$ cat src/rtl/core_dispatch_ctrl.sv
// Dispatch sequencer: walks a programmable address table, issues each entry to every core,
// waits for all cores to report done, and guards each dispatch with a watchdog.
module core_dispatch_ctrl #(
  parameter int N_CORES  = 4,
  parameter int ADDR_W   = 12,
  parameter int DEPTH    = 64,
  parameter int MIN_WAIT = 2,
  parameter int TMO_W    = 16,
  parameter int PTR_W    = $clog2(DEPTH)
) (
  input  logic               clk,
  input  logic               rst,
  input  logic               tbl_we,
  input  logic [PTR_W-1:0]   tbl_waddr,
  input  logic [ADDR_W-1:0]  tbl_wdata,
  input  logic [PTR_W:0]     num_addr,
  input  logic               start,
  input  logic [N_CORES-1:0] core_done,
  output logic [ADDR_W-1:0]  addr_out,
  output logic               core_start,
  output logic               busy,
  output logic [PTR_W:0]     idx,
  output logic               done,
  output logic               timeout
);
  localparam int WCNT_W = (MIN_WAIT < 1) ? 1 : $clog2(MIN_WAIT + 1);
  localparam logic [WCNT_W-1:0] WCNT_MIN = WCNT_W'(MIN_WAIT);
  localparam logic [WCNT_W-1:0] WCNT_ONE = WCNT_W'(1);
  localparam logic [TMO_W-1:0]  TMO_ONE  = TMO_W'(1);
  // The counter reaching all-ones is the expiry event, so we fire one count early.
  localparam logic [TMO_W-1:0]  TMO_LAST = {{(TMO_W-1){1'b1}}, 1'b0};
  localparam logic [PTR_W-1:0]  PTR_ONE  = PTR_W'(1);
  localparam logic [PTR_W:0]    IDX_ONE  = (PTR_W+1)'(1);
  localparam logic [PTR_W:0]    NUM_FULL = (PTR_W+1)'(DEPTH);

  typedef enum logic [2:0] {S_IDLE, S_FETCH, S_ISSUE, S_WAIT, S_DONE} state_t;

  state_t            state_reg, state_next;
  logic [ADDR_W-1:0] mem [DEPTH];
  logic [ADDR_W-1:0] rdata_reg;
  logic [ADDR_W-1:0] addr_reg;
  logic [PTR_W-1:0]  ptr_reg;
  logic [PTR_W:0]    num_reg, idx_reg, idx_inc;
  logic [WCNT_W-1:0] wcnt_reg;
  logic [TMO_W-1:0]  tcnt_reg;
  logic              core_start_reg, timeout_reg;
  logic              all_done, last_entry, tmo_hit;
  logic              go, issue, complete, tmo_fire;

  assign all_done   = &core_done;
  assign idx_inc    = idx_reg + IDX_ONE;
  assign last_entry = (idx_inc == num_reg);
  assign tmo_hit    = (tcnt_reg == TMO_LAST);

  assign addr_out   = addr_reg;
  assign core_start = core_start_reg;
  assign idx        = idx_reg;
  assign timeout    = timeout_reg;

  always_ff @(posedge clk) begin
    if (rst) state_reg <= S_IDLE;
    else     state_reg <= state_next;
  end

  always_comb begin
    state_next = state_reg;
    case (state_reg)
      S_IDLE, S_DONE: if (start) state_next = S_FETCH;
      S_FETCH:        state_next = S_ISSUE;
      S_ISSUE: begin
        if (issue)         state_next = S_WAIT;
        else if (tmo_fire) state_next = S_DONE;
      end
      S_WAIT: begin
        if (complete)      state_next = last_entry ? S_DONE : S_FETCH;
        else if (tmo_fire) state_next = S_DONE;
      end
      default:        state_next = S_IDLE;
    endcase
  end

  always_comb begin
    go       = 1'b0;
    issue    = 1'b0;
    complete = 1'b0;
    tmo_fire = 1'b0;
    busy     = 1'b0;
    done     = 1'b0;
    case (state_reg)
      S_IDLE:  go = start;
      S_FETCH: busy = 1'b1;
      S_ISSUE: begin
        busy     = 1'b1;
        issue    = all_done;
        tmo_fire = !all_done && tmo_hit;
      end
      S_WAIT: begin
        busy     = 1'b1;
        complete = (wcnt_reg >= WCNT_MIN) && all_done;
        tmo_fire = !complete && tmo_hit;
      end
      S_DONE: begin
        done = 1'b1;
        go   = start;
      end
      default: ;
    endcase
  end

  // Table is never reset so a loaded program survives a controller reset.
  always_ff @(posedge clk) begin
    if (tbl_we) mem[tbl_waddr] <= tbl_wdata;
    if (state_reg == S_FETCH) rdata_reg <= mem[ptr_reg];
  end

  always_ff @(posedge clk) begin
    if (rst) begin
      addr_reg       <= '0;
      core_start_reg <= 1'b0;
      ptr_reg        <= '0;
      num_reg        <= '0;
      idx_reg        <= '0;
      wcnt_reg       <= '0;
      tcnt_reg       <= '0;
      timeout_reg    <= 1'b0;
    end else begin
      core_start_reg <= issue;
      if (go) begin
        num_reg     <= (num_addr == '0) ? NUM_FULL : num_addr;
        ptr_reg     <= '0;
        idx_reg     <= '0;
        tcnt_reg    <= '0;
        timeout_reg <= 1'b0;
      end
      if (issue) begin
        addr_reg <= rdata_reg;
        wcnt_reg <= '0;
        tcnt_reg <= '0;
      end else if (state_reg == S_ISSUE || state_reg == S_WAIT) begin
        tcnt_reg <= tcnt_reg + TMO_ONE;
      end
      if (state_reg == S_WAIT && wcnt_reg < WCNT_MIN) wcnt_reg <= wcnt_reg + WCNT_ONE;
      if (complete) begin
        idx_reg <= idx_inc;
        ptr_reg <= ptr_reg + PTR_ONE;
      end
      if (tmo_fire) timeout_reg <= 1'b1;
    end
  end
endmodule

$ cat config.mk
export PLATFORM = sky130hd
export DESIGN_NAME = core_dispatch_ctrl
export DESIGN_NICKNAME = d
export VERILOG_FILES = /design/src/rtl/core_dispatch_ctrl.sv
export SDC_FILE = /design/constraint.sdc
export NUM_CORES = 1
export LEC_CHECK = 0
export CORE_MARGIN = 4
export CORE_UTILIZATION = 50
export DETAILED_ROUTE_END_ITERATION = 8
export PLACE_DENSITY_LB_ADDON = 0.08
export SLEW_MARGIN = 10
export SYNTH_ARGS = -nofsm -noshare
export SYNTH_HDL_FRONTEND = slang
export SYNTH_SLANG_ARGS = --single-unit
$ cat constraint.sdc
create_clock -name clk -period 2.4 [get_ports clk]
set_input_delay 0.48 -clock clk [delete_from_list [all_inputs] [get_ports clk]]
set_output_delay 0.48 -clock clk [all_outputs]
set_load 0.01 [all_outputs]
---- Word-level counts from Yosys, hierarchy flattened ----
Memories as Yosys holds them, arrays and structs flattened. A register that Yosys moved wholly into a read port is not among the register bits.
Index checks and enable logic that the tools add are counted.
word-level totals
  flip-flop bits (word level) ............. 55
  bits in writable memories ............... 768
  bits of input ports ..................... 33
  logic and storage cells ................. 65
  memories ................................ 1
cells by class
  $add $sub $neg .......................... 4
  magnitude comparators ................... 2
  equality and inequality tests ........... 7
  muxes and demuxes ....................... 25
  reductions and logical operators ........ 17
memory list
  memory  depth  bits a word  read ports  clocked after Yosys merged registers in  write ports  RTL line  source
  mem     64     12           1           1                                        1            39        logic [ADDR_W-1:0] mem [DEPTH];
operators by type and width
  kind                                                                    count
  16-bit 2-to-1 mux                                                       2
  7-bit 2-to-1 mux                                                        3
  16-bit by 1-bit adder with 16-bit output (second input constant)        1
  16-bit equality test (second input constant)                            1
  3-bit 2-to-1 mux                                                        5
  6-bit 2-to-1 mux                                                        2
  3-bit one-hot mux with 4 select lines                                   1
  1-bit 2-to-1 mux                                                        9
  2-bit nonzero test                                                      4
  7-bit by 1-bit adder with 7-bit output (second input constant)          1
  7-bit equality test                                                     1
  7-bit zero test                                                         1
  6-bit by 1-bit adder with 6-bit output (second input constant)          1
  3-bit by 2-bit equality test with 1-bit output (second input constant)  2
  1-bit logical AND                                                       4
  2-bit 2-to-1 mux                                                        2
  4-bit AND reduction                                                     1
  2-bit OR reduction                                                      2
  3-bit by 1-bit equality test with 1-bit output (second input constant)  1
  3-bit equality test (second input constant)                             1
  3-bit zero test                                                         1
  3-bit OR reduction                                                      1
  2-bit by 1-bit adder with 2-bit output (second input constant)          1
  2-bit greater-or-equal comparator (second input constant)               1
  5 further kinds                                                         6

---- Depth between registers and ports, before layout ----
Gate-level depths: netlist (run 1).
  depth in word-level cells ............... 8
  mapped depth ............................ 9
  gate-level depth less buffers ........... 7

---- Least setup slack after synthesis (run 1) ----
No wires, ideal clock.
  kind .................................... input-to-reg
  from .................................... input tbl_waddr[4]
  to ...................................... memory mem[20][0], enable pin
  setup time .............................. 0.380 ns
  data arrival time ....................... 1.836 ns
  data required time ...................... 2.020 ns
  path slack .............................. 0.184 ns
  stages on the path ...................... 4
  cells stage by stage .................... clkbuf_1 -> or3b_2 -> clkbuf_1 -> nor2_1
RTL lines
  what         RTL line  source
  from (decl)  14        input logic [PTR_W-1:0] tbl_waddr,
  to (decl)    39
Straight into the memory's write port.

==> qor.log, run 1 <==
[worst_setup_path] longest individual stage delay on the worst path 770 ps
[worst_setup_path] critical path class reg2reg
[sta] RSZ-0062 raised after global routing true
[die] area of the die 69500 µm²
[placed_design] number of placed cells counting well taps 2737
[placed_design] gp weighted congestion 0.830
[clock_network] TritonCTS clock tree done
[sta] Hold Violations, Final 0
[min_path] type of the worst min-delay path in2reg
[sta] Slew Limit Fails 0
[placed_design] setup slack at placement -271 ps
[job] max-cap violations 0
[sta] Fin Clk Skew 12.1 ps
[worst_setup_path] worst reg2reg path startpoint ptr_reg[0]$_SDFFE_PP0P_
[yosys] number of synthesized register bits 835
[placed_design] I/O Buffers 55
[detailed_routing] TritonRoute pass-1 iters 6
[die] top-level port count 56
[grt] overall overflow remaining after global route 0
[worst_setup_path] reg-to-reg setup timing slack -160 ps
[outcome] outcome finished, violations left
[power] Pwr Density 763 nW/µm²
[finish] number of standard cells in the final layout excluding fillers 2933
[sta] Worst Setup Slack, final -160 ps
[finish] fraction of layout instances using a drive strength above 1 32.4%
[power] maximum VDD drop 0.655 mV
[yosys] top area cells in the synthesized netlist sky130_fd_sc_hd__edfxtp_1, sky130_fd_sc_hd__mux4_2, sky130_fd_sc_hd__dfxtp_1
[grt] number of global-route vias before repair 17600
[clock_network] cts bufs inserted 86
[yosys] Mapped Nets 1735
[yosys] cell type with the highest aggregate area in the netlist sky130_fd_sc_hd__edfxtp_1
[yosys] Synth top area share 71.7%
[grt] number of antenna violations at the first check in global routing 3
[yosys] leading post-synthesis cells by instance count sky130_fd_sc_hd__edfxtp_1, sky130_fd_sc_hd__mux4_2, sky130_fd_sc_hd__nor2_1, sky130_fd_sc_hd__nand2_1, sky130_fd_sc_hd__clkbuf_1
[outcome] failing checks setup timing
[yosys] sequential-to-total area share from yosys stat 75.1%
[yosys] count of different cell masters after synthesis 51
[die] Starting Density 50.6%
[sta] minimum clock period after layout 2560 ps
[worst_setup_path] slowest stage cell on the critical path sky130_fd_sc_hd__a211oi_1
[detailed_routing] routed wire length per instance 27.3 µm
[yosys] synthesized instance count 1697
[die] standard-cell rows 93
[yosys] leading cell type by number of instances after synthesis sky130_fd_sc_hd__edfxtp_1
[sta] slew at the pin closest to its max-slew limit 910 ps
[sta] crit share post-route 107%
[clock_network] clock-pin slew of the registers on the worst-case setup and hold paths 70 ps
[placed_design] DP HPWL 50700 µm
[sta] Setup Viol. Count Final 4
[die] chip width 264 µm
[sta] Peak Freq 391 MHz
[clock_network] CTS Buffer Depth 3
[worst_setup_path] cells on worst reg2reg path 7
[die] chip height 264 µm
[yosys] Mean Syn Cell Area 19.2 µm²
[clock_network] CTS HTree Levels 3
[finish] area taken by flip-flops and latches 24500 µm²
[worst_setup_path] Setup crit end kind flip-flop
[detailed_routing] number of routed nets with antenna violations 0
[grt] global-route usage over all layers 22.8%
[grt] maximum number of pins on one net before global-route repair 65
[finish] max reg flops 768
[detailed_routing] via count of the routed design 17400
[grt] wire length of the first global-routing pass 117000 µm
[power] total leakage power 12.6 nW
[clock_network] cell at the root of the clock tree sky130_fd_sc_hd__clkbuf_16
[worst_setup_path] reg2reg end rdata_reg[1]$_DFFE_PP_
[yosys] async set or reset register ratio after synthesis 0%
[yosys] Yosys warning count 0
[worst_setup_path] largest fanout on the critical path 14
[sta] tightest slew margin relative to the limit 39.0%
[power] Total Power 0.0303 W
[finish] Filler cells 4629
[worst_setup_path] Critical Path Start Type flip-flop
[worst_setup_path] Arrival @ worst endpoint 2980 ps
[clock_network] number of clock sinks 835
[die] Placeable Area 64600 µm²
[min_path] hold wc startpoint tbl_wdata[9]
[detailed_routing] starting DRC count in detailed routing 1621
[yosys] Post-synth EDFFs 780
[worst_setup_path] CP Capture Point rdata_reg[1]$_DFFE_PP_
[clock_network] clock latency reported for the late side of the worst-skew pair 620 ps
[finish] number of nets in the final layout 2047
[detailed_routing] Final Routed Wirelength 80000 µm
[finish] Area growth syn-to-layout 21.6%
[worst_setup_path] CP required 2820 ps
[finish] area occupied by multi-input gates 7920 µm²
[yosys] netlist area before placement 32700 µm²
[detailed_routing] number of remaining DRC errors 0
[detailed_routing] post-detailed-route via-to-cell ratio 5.95
[worst_setup_path] launch point of the critical path ptr_reg[0]$_SDFFE_PP0P_
[finish] final cell utilization of the core 61.5%
[worst_setup_path] CP Cell Sequence buf_12 -> mux4_2 -> o22ai_1 -> buf_4 -> a211oi_1 -> o221ai_4 -> o31ai_2
[yosys] main flop type after synthesis sky130_fd_sc_hd__edfxtp_1
-- what timing repair did --
action / in CTS / in global routing
endpoints found under the setup margin: 13 / 13
buffers inserted: 21 / 14
pin swaps: 5 / 5
hold buffers: 0 / 0
gates cloned: 3 / 3
gates resized for setup: 50 / 22
-- layout by cell type, fill, tap and decap left out, types with 10 or more instances in the layout --
master,netlist,layout
sky130_fd_sc_hd__clkbuf_1,59,12
sky130_fd_sc_hd__nor3_1,14,13
sky130_fd_sc_hd__a211oi_1,10,10
sky130_fd_sc_hd__nand2_1,70,70
sky130_fd_sc_hd__buf_2,15,12
sky130_fd_sc_hd__buf_12,0,45
sky130_fd_sc_hd__o22a_1,24,23
sky130_fd_sc_hd__mux4_2,176,176
sky130_fd_sc_hd__dfxtp_1,55,49
sky130_fd_sc_hd__nor2b_1,12,11
sky130_fd_sc_hd__clkinv_2,0,17
sky130_fd_sc_hd__clkbuf_16,0,92
sky130_fd_sc_hd__mux2i_1,36,33
sky130_fd_sc_hd__buf_4,15,208
sky130_fd_sc_hd__o21ai_0,27,23
sky130_fd_sc_hd__a22o_1,20,20
sky130_fd_sc_hd__bufinv_16,0,13
sky130_fd_sc_hd__edfxtp_1,780,780
sky130_fd_sc_hd__nand3_1,25,25
sky130_fd_sc_hd__a21oi_1,53,52
sky130_fd_sc_hd__nor2_1,113,111
sky130_fd_sc_hd__o31ai_1,18,13
sky130_fd_sc_hd__clkdlybuf4s50_1,0,42
sky130_fd_sc_hd__mux2_2,34,32
sky130_fd_sc_hd__clkinv_1,0,18
-- layout make-up --
| cell class | count | share of cell area (%) |
|---|---|---|
| diodes | 1 | 0.00630 |
| clock inverters | 55 | 1.52 |
| clock buffers | 101 | 5.72 |
| repair buffers | 323 | 8.31 |
| well taps | 855 | 2.69 |
| flip-flops and latches | 835 | 61.8 |
| multi-input cells | 758 | 19.9 |
| inverters | 5 | 0.0473 |
-- cell families after synthesis --
family          synth area share, %
mux                            14.4
flops                          75.1
xor+xnor                      0.241
buf+inv                        1.54
compound gates                 4.27
simple gates                   4.23
fa+ha+maj                     0.192
-- routing by layer --
metal / routed length, µm / GRT usage [%] / vias up / part of all wire (%)
met1: 33500 / 32.0 / 9124 / 42
met5: 0 / 0 / - / 0
met4: 2280 / 6.42 / 0 / 2.8
met3: 5330 / 4.69 / 133 / 6.7
li1: - / - / 7591 / -
met2: 38900 / 37.0 / 589 / 49
-- power breakdown --
group	switching [W]	total, W	leakage [nW]	internal (W)
combinational	0.000446	0.000646	3.73	0.000200
sequential	0.0000495	0.0161	7.47	0.0160
clock	0.00544	0.0136	1.41	0.00816
total	0.00593	0.0303	12.6	0.0244
-- worst min path at each step --
stage,endpoint,slack [ps],depth (start not counted)
2_1_floorplan,tcnt_reg[15]$_SDFFE_PP0P_,440,2
3_3_place_gp,addr_out[10]$_SDFFE_PP0P_,450,2
3_5_place_dp,addr_out[10]$_SDFFE_PP0P_,450,2
4_1_cts,mem[23][9]$_DFFE_PP_,250,1
5_1_grt,mem[30][9]$_DFFE_PP_,270,1
6_report,mem[23][9]$_DFFE_PP_,280,1
-- stage by stage --
step                      hold WS (ps)  instance area, µm²  setup TNS (ps)
after floorplan                    440               32700               0
after global placement             447               36100           -2160
after detailed placement           450               36100           -2980
after CTS                          251               39500            -266
after global routing               273               39700            -580
final                              282               39700            -246
-- critical path, delay by kind of cell, from the launching register on --
family / cells / cell delay (ps)
AO/OA/AOI/OAI: 4 / 1270
flip-flops: 1 / 390
multiplexers: 1 / 350
buffers and inverters: 2 / 340
No activity file was read; power rests on OpenSTA's default activity.
==> inputs of run 2 (changes only) <==
--- a/config.mk
+++ b/config.mk
@@ -7,6 +7,7 @@
 export LEC_CHECK = 0
 export CORE_MARGIN = 4
 export CORE_UTILIZATION = 50
+export CTS_BUF_LIST = sky130_fd_sc_hd__clkbuf_4 sky130_fd_sc_hd__clkbuf_8
 export DETAILED_ROUTE_END_ITERATION = 8
 export PLACE_DENSITY_LB_ADDON = 0.08
 export SLEW_MARGIN = 10
==> run 2 against run 1 <==
  * Fmax up 5.6%
  * Critical endpoint unchanged
  * Highest routed layer is now met5
  * Register-to-register slack better by 140 ps
  * Clock skew up 23 ps
  * Sequential cell count unchanged
  * Routed wire length up 0.72%
  * The run still ends with setup timing left
  * Cell count up 3.4%
  * Die area unchanged
  * Design area about the same
==> qor.log, run 2 (synthesis results as in run 1) <==
[outcome] outcome finished, violations left
[outcome] failing checks setup timing
[min_path] hold path endpoint mem[51][9]$_DFFE_PP_
[placed_design] setup slack at placement -271 ps [unchanged]
[grt] global route hottest layer met2
[sta] Worst Setup Slack, final -23.7 ps [+137 ps]
[clock_network] TritonCTS clock tree done
[job] max-cap violations 0 [unchanged]
[worst_setup_path] worst reg2reg path startpoint ptr_reg[0]$_SDFFE_PP0P_
[worst_setup_path] CP required 2900 ps [+80 ps]
[placed_design] I/O Buffers 55 [unchanged]
[grt] global-route usage over all layers 22.9% [+0.087 points]
[worst_setup_path] cells on worst reg2reg path 7 [unchanged]
[detailed_routing] number of remaining DRC errors 0 [unchanged]
[die] standard-cell rows 93 [unchanged]
[power] Pwr Density 738 nW/µm² [-3.2%]
[placed_design] gp weighted congestion 0.830 [unchanged]
[power] Total Power 0.0293 W [-3.3%]
[detailed_routing] via count of the routed design 17600 [+0.96%]
[sta] Slew Limit Fails 0 [unchanged]
[grt] maximum number of pins on one net before global-route repair 65 [unchanged]
[clock_network] cts bufs inserted 140 [+63%]
[detailed_routing] starting DRC count in detailed routing 1540 [-5.0%]
[sta] summed negative setup slack over all endpoints -55.2 ps [+191 ps]
[die] Starting Density 50.6% [unchanged]
[die] Placeable Area 64600 µm² [unchanged]
[min_path] number of instances on the worst hold path 1 [unchanged]
[detailed_routing] routed wire length per instance 26.6 µm [-2.6%]
[worst_setup_path] Critical Path Start Type flip-flop
[die] chip height 264 µm [unchanged]
[finish] max reg flops 768 [unchanged]
[detailed_routing] number of routed nets with antenna violations 0 [unchanged]
[worst_setup_path] critical path class reg2reg
[sta] minimum clock period after layout 2420 ps [-137 ps]
[grt] overall overflow remaining after global route 0 [unchanged]
[finish] Filler cells 4687 [+1.3%]
[placed_design] DP HPWL 50700 µm [unchanged]
[detailed_routing] TritonRoute pass-1 iters 5 [-1]
[sta] RSZ-0062 raised after global routing true
[grt] wire length of the first global-routing pass 117000 µm [-0.23%]
[sta] Fin Clk Skew 35.2 ps [+23.1 ps]
[finish] fraction of layout instances using a drive strength above 1 35.7% [+3.3 points]
[power] total leakage power 12.7 nW [+0.62%]
[grt] global-route track usage on met1 31.3% [-0.66 points]
[worst_setup_path] largest fanout on the critical path 12 [-2]
[min_path] type of the worst min-delay path in2reg
[die] top-level port count 56 [unchanged]
[power] maximum VDD drop 0.564 mV [-14%]
[finish] most common cell after layout, fill and taps aside sky130_fd_sc_hd__edfxtp_1
[grt] met3 track demand over resource in global routing 6.05% [+1.4 points]
[worst_setup_path] reg-to-reg setup timing slack -20 ps [+140 ps]
[finish] Area growth syn-to-layout 21.5% [about the same]
[clock_network] number of clock sinks 835 [unchanged]
[clock_network] clock latency reported for the late side of the worst-skew pair 780 ps [+160 ps]
[die] chip width 264 µm [unchanged]
[sta] Hold Violations, Final 0 [unchanged]
[min_path] hold wc startpoint tbl_wdata[9]
[clock_network] cell at the root of the clock tree sky130_fd_sc_hd__clkbuf_8
[worst_setup_path] Setup crit end kind flip-flop
[grt] number of antenna violations at the first check in global routing 4 [+1]
[sta] crit share post-route 101% [-5.7 points]
[finish] commonest cells after routing, fill and taps aside sky130_fd_sc_hd__edfxtp_1, sky130_fd_sc_hd__buf_4, sky130_fd_sc_hd__mux4_2, sky130_fd_sc_hd__clkbuf_8, sky130_fd_sc_hd__nor2_1
[die] area of the die 69500 µm² [unchanged]
[sta] Setup Viol. Count Final 3 [-1]
[finish] number of nets in the final layout 2110 [+3.1%]
[clock_network] clock-pin slew of the registers on the worst-case setup and hold paths 60 ps [about the same]
[clock_network] CTS HTree Levels 4 [+1]
[detailed_routing] Final Routed Wirelength 80500 µm [+0.72%]
[grt] met2 demand-to-capacity share in global routing 36.6% [-0.42 points]
[sta] slew at the pin closest to its max-slew limit 732 ps [-178 ps]
[worst_setup_path] reg2reg end rdata_reg[1]$_DFFE_PP_
[worst_setup_path] Arrival @ worst endpoint 2930 ps [-50 ps]
[detailed_routing] post-detailed-route via-to-cell ratio 5.81 [-2.3%]
[grt] number of global-route vias before repair 17800 [+1.4%]
[sta] tightest slew margin relative to the limit 51.2% [+12 points]
[clock_network] CTS Buffer Depth 3 [unchanged]
[sta] Peak Freq 413 MHz [+5.6%]
## run 2: changes by cell type in the layout (fill, tap and decap cells not counted), moves of 4 or more
cell / before / now
sky130_fd_sc_hd__clkinvlp_4: 2 / 6
sky130_fd_sc_hd__clkbuf_8: 0 / 147
sky130_fd_sc_hd__clkbuf_16: 92 / 3
sky130_fd_sc_hd__clkbuf_4: 0 / 48
sky130_fd_sc_hd__clkbuf_1: 12 / 0
sky130_fd_sc_hd__buf_4: 208 / 218
sky130_fd_sc_hd__bufinv_16: 13 / 7
sky130_fd_sc_hd__clkinv_2: 17 / 10
sky130_fd_sc_hd__clkinv_1: 18 / 24
## run 2: metrics by stage
stage	std cells	utilization [%]	area, µm²	hold WS (ps)
floorplan	1697	-	32700	440
global placement	2737	55.9	36100	447
detailed placement	2737	55.9	36100	450
CTS	2987	60.6	39100	72.6
global route	3030	61.4	39700	103
finish	3032	61.5	39700	148
## run 2: worst max-delay path, cell delays in order (launching register included)
cell                       delay (ps)
sky130_fd_sc_hd__dfxtp_4          410
sky130_fd_sc_hd__buf_12           180
sky130_fd_sc_hd__buf_16           160
sky130_fd_sc_hd__mux4_2           510
sky130_fd_sc_hd__mux2_4           290
sky130_fd_sc_hd__o22a_1           210
sky130_fd_sc_hd__o221ai_4         260
sky130_fd_sc_hd__o31ai_4          130
## run 2: report_power, final
| group | switching [W] | internal, W | total [W] |
|---|---|---|---|
| clock network | 0.00544 | 0.00714 | 0.0126 |
| registers | 0.0000497 | 0.0160 | 0.0161 |
| logic | 0.000448 | 0.000199 | 0.000647 |
## run 2: layout make-up
type	count	area (µm²)	area share [%]
flip-flops and latches	835	24500	61.8
multi-input cells	758	7930	20.0
repair buffers	332	3320	8.37
clock buffers	195	2380	6.01
well taps	855	1070	2.70
clock inverters	49	413	1.04
inverters	5	18.8	0.0473
diodes	3	7.51	0.0189
## run 2: timing repair
action                                  CTS  global route
buffers inserted                          5            39
pin swaps                                 1             7
gates cloned                              1             4
hold buffers                              0             0
endpoints found under the setup margin   14            13
resized for setup                        46            30
## run 2: worst max-delay path by stage
stage,slack (ps),endpoint,cells after the start,start
final,-20,rdata_reg[1]$_DFFE_PP_,7,ptr_reg[0]$_SDFFE_PP0P_
after global routing,-30,rdata_reg[11]$_DFFE_PP_,7,ptr_reg[0]$_SDFFE_PP0P_
after CTS,-70,rdata_reg[11]$_DFFE_PP_,7,ptr_reg[0]$_SDFFE_PP0P_
after detailed placement,-270,rdata_reg[11]$_DFFE_PP_,8,ptr_reg[0]$_SDFFE_PP0P_
after global placement,-250,rdata_reg[11]$_DFFE_PP_,8,ptr_reg[0]$_SDFFE_PP0P_
after floorplan,180,mem[20][0]$_DFFE_PP_,4,tbl_waddr[4]
## run 2: layer usage
layer  wire (µm)  vias up  share of wire (%)
met2       39100      576                 49
li1            -     7732                  -
met4        2180        2                2.7
met5           7        -             0.0087
met3        5600      127                6.9
met1       33700     9168                 42
==> inputs of run 3 (changes only) <==
--- a/config.mk
+++ b/config.mk
@@ -5,10 +5,12 @@
 export SDC_FILE = /design/constraint.sdc
 export NUM_CORES = 1
 export LEC_CHECK = 0
+export CAP_MARGIN = 20
 export CORE_MARGIN = 4
 export CORE_UTILIZATION = 50
 export CTS_BUF_LIST = sky130_fd_sc_hd__clkbuf_4 sky130_fd_sc_hd__clkbuf_8
 export DETAILED_ROUTE_END_ITERATION = 8
+export MAX_ROUTING_LAYER = met4
 export PLACE_DENSITY_LB_ADDON = 0.08
 export SLEW_MARGIN = 10
 export SYNTH_ARGS = -nofsm -noshare
==> constraint.sdc (replaced) <==
create_clock -name clk -period 2.4 [get_ports clk]
set_input_delay 0.48 -clock clk [delete_from_list [all_inputs] [get_ports clk]]
set_output_delay 0.48 -clock clk [all_outputs]
set_load 0.05 [all_outputs]
==> run 3 against run 2 <==
  * The flow still finishes with violations (setup timing)
  * Routed wire length increased by 0.64%
  * Worst hold slack worse by 16 ps
  * Fmax fell by 3.2%
  * Largest cell class unchanged
  * Highest routed layer is now met4
==> qor.log, run 3 (synthesis results as in run 1) <==
[outcome] outcome finished, violations left
[outcome] failing checks setup timing
[sta] Slew Limit Fails 0 [unchanged]
[finish] max reg flops 768 [unchanged]
[worst_setup_path] worst path buffer plus inverter count 3 [+1]
[die] chip width 264 µm [unchanged]
[clock_network] CTS HTree Levels 4 [unchanged]
[sta] Fin Clk Skew 22.9 ps [-12.3 ps]
[sta] Setup Viol. Count Final 5 [+2]
[power] total leakage power 12.6 nW [-0.44%]
[finish] number of standard cells in the final layout excluding fillers 3018 [-0.46%]
[clock_network] CTS Buffer Depth 3 [unchanged]
[sta] Hold Violations, Final 0 [unchanged]
[grt] maximum number of pins on one net before global-route repair 65 [unchanged]
[sta] Peak Freq 399 MHz [-3.2%]
[worst_setup_path] Critical Path Start Type flip-flop
[worst_setup_path] CP required 2900 ps [about the same]
[power] Power Internal 0.0229 W [-2.0%]
[grt] overall overflow remaining after global route 0 [unchanged]
[detailed_routing] starting DRC count in detailed routing 1572 [+2.1%]
[sta] minimum clock period after layout 2500 ps [+80.9 ps]
[grt] global-route usage over all layers 24.2% [+1.3 points]
[placed_design] number of placed cells counting well taps 2736 [-0.037%]
[placed_design] gp weighted congestion 0.864 [+4.1%]
[detailed_routing] TritonRoute pass-1 iters 5 [unchanged]
[power] sequential fraction of design power 55.7% [+0.8 points]
[min_path] type of the worst min-delay path in2reg
[worst_setup_path] Setup crit end kind flip-flop
[detailed_routing] post-detailed-route via-to-cell ratio 5.84 [+0.61%]
[worst_setup_path] longest individual stage delay on the worst path 530 ps [+20 ps]
[grt] wire length of the first global-routing pass 119000 µm [+1.9%]
[worst_setup_path] Arrival @ worst endpoint 3010 ps [+80 ps]
[die] chip height 264 µm [unchanged]
[sta] Worst Setup Slack, final -105 ps [-80.9 ps]
[finish] Area growth syn-to-layout 20.8%
[detailed_routing] routed wire length per instance 26.9 µm [+1.1%]
[worst_setup_path] largest fanout on the critical path 6 [-6]
[die] standard-cell rows 93 [unchanged]
[placed_design] I/O Buffers 55 [unchanged]
[finish] most common cell after layout, fill and taps aside sky130_fd_sc_hd__edfxtp_1
[power] Pwr Density 732 nW/µm² [-0.84%]
[power] clock power share 42.1% [-0.8 points]
[detailed_routing] via count of the routed design 17600 [+0.15%]
[sta] RSZ-0062 raised after global routing true
[placed_design] DP HPWL 51500 µm [+1.6%]
[finish] commonest cells after routing, fill and taps aside sky130_fd_sc_hd__edfxtp_1, sky130_fd_sc_hd__buf_4, sky130_fd_sc_hd__mux4_2, sky130_fd_sc_hd__clkbuf_8, sky130_fd_sc_hd__nor2_1
[sta] crit share post-route 104% [+3.4 points]
[finish] final cell utilization of the core 61.1% [-0.38 points]
[power] combinational cell fraction of total power 2.3% [about the same]
[die] Starting Density 50.6% [unchanged]
[die] Placeable Area 64600 µm² [unchanged]
[grt] number of global-route vias before repair 18100 [+1.3%]
[worst_setup_path] CP Cell Sequence buf_8 -> buf_16 -> buf_12 -> mux4_2 -> mux2_4 -> o22a_1 -> nor2_2 -> o31ai_4
[die] area of the die 69500 µm² [unchanged]
[power] P_sw 0.00597 W [+0.60%]
[sta] slew at the pin closest to its max-slew limit 790 ps [+58.3 ps]
[sta] tightest slew margin relative to the limit 47.0% [-4.2 points]
[finish] number of nets in the final layout 2091 [-0.90%]
[power] switching power as a share of total power 20.7% [+0.42 points]
[clock_network] cell at the root of the clock tree sky130_fd_sc_hd__clkbuf_8
[worst_setup_path] slowest stage cell on the critical path sky130_fd_sc_hd__mux4_2
[detailed_routing] number of routed nets with antenna violations 0 [unchanged]
[die] top-level port count 56 [unchanged]
[worst_setup_path] CP delay by family, top multiplexers
[clock_network] TritonCTS clock tree done
[job] max-cap violations 0 [unchanged]
[worst_setup_path] critical path class reg2reg
[grt] number of antenna violations at the first check in global routing 5 [+1]
[detailed_routing] number of remaining DRC errors 0 [unchanged]
[power] maximum VDD drop 0.552 mV [-2.2%]
[finish] fraction of layout instances using a drive strength above 1 34.9% [-0.75 points]
[clock_network] number of clock sinks 835 [unchanged]
[clock_network] clock-pin slew of the registers on the worst-case setup and hold paths 60 ps [about the same]
[detailed_routing] Final Routed Wirelength 81100 µm [+0.64%]
[clock_network] clock latency reported for the late side of the worst-skew pair 780 ps [about the same]
[clock_network] cts bufs inserted 137 [-2.1%]
[sta] smallest hold slack 133 ps [-15.6 ps]
-- run 3: changes by cell type in the layout (fill, tap and decap cells not counted), moves of 4 or more --
cell and change:
sky130_fd_sc_hd__buf_4 -19, sky130_fd_sc_hd__clkbuf_4 +5, sky130_fd_sc_hd__o21ai_1 +5, sky130_fd_sc_hd__clkdlybuf4s50_1 -21, sky130_fd_sc_hd__clkinvlp_4 +4, sky130_fd_sc_hd__dlygate4sd2_1 +17, sky130_fd_sc_hd__o21ai_0 -4, sky130_fd_sc_hd__bufinv_16 -4
-- run 3: final timing paths --
path | endpoint | slack [ps] | from | depth (start not counted)
setup / recovery | rdata_reg[11]$_DFFE_PP_ | -100 | ptr_reg[0]$_SDFFE_PP0P_ | 8
hold / removal | mem[23][9]$_DFFE_PP_ | 130 | tbl_wdata[9] | 1
setup reg to reg | rdata_reg[11]$_DFFE_PP_ | -100 | ptr_reg[0]$_SDFFE_PP0P_ | 8
hold reg to reg | addr_out[11]$_SDFFE_PP0P_ | 460 | addr_out[11]$_SDFFE_PP0P_ | 2
-- run 3: repair_timing --
item / CTS / global route
pin swaps: 0 / 5
endpoints found under the hold margin: 0 / 0
setup buffers: 5 / 24
setup endpoints to repair: 33 / 14
cloned: 3 / 1
hold buffers: 0 / 0
gates resized for setup: 56 / 46
-- run 3: power by group through the flow --
stage	clock network, W	registers, W	logic (W)
6_report	0.0121	0.0161	0.000658
5_1_grt	0.0132	0.0161	0.000709
4_1_cts	0.0124	0.0161	0.000664
3_5_place_dp	0	0.0164	0.000663
3_3_place_gp	0	0.0164	0.000646
2_1_floorplan	0	0.0164	0.000189
-- run 3: layout make-up --
| cell class | instances | area (µm²) |
|---|---|---|
| diodes | 5 | 12.5 |
| flip-flops and latches | 835 | 24500 |
| well taps | 855 | 1070 |
| clock inverters | 47 | 305 |
| multi-input cells | 758 | 7910 |
| inverters | 5 | 18.8 |
| fillers | 4684 | 25100 |
| clock buffers | 197 | 2380 |
| repair buffers | 316 | 3200 |
-- run 3: metal layers --
layer / vias up / global-route usage [%] / wire [µm]
li1: 7707 / - / -
met1: 9120 / 31.9 / 33400
met2: 637 / 37.5 / 39300
met3: 167 / 5.54 / 5600
met4: 0 / 8.86 / 2820
met5: - / - / 0
-- run 3: through the flow --
step / setup slack (ps) / total power, W / area, µm² / TNS (ps)
finish: -105 / 0.0289 / 39400 / -153
global route: -146 / 0.0299 / 39400 / -1000
CTS: -90.1 / 0.0292 / 39000 / -365
detailed placement: -395 / 0.0170 / 36100 / -6900
global placement: -374 / 0.0170 / 36100 / -4270
floorplan: 184 / 0.0165 / 32700 / 0
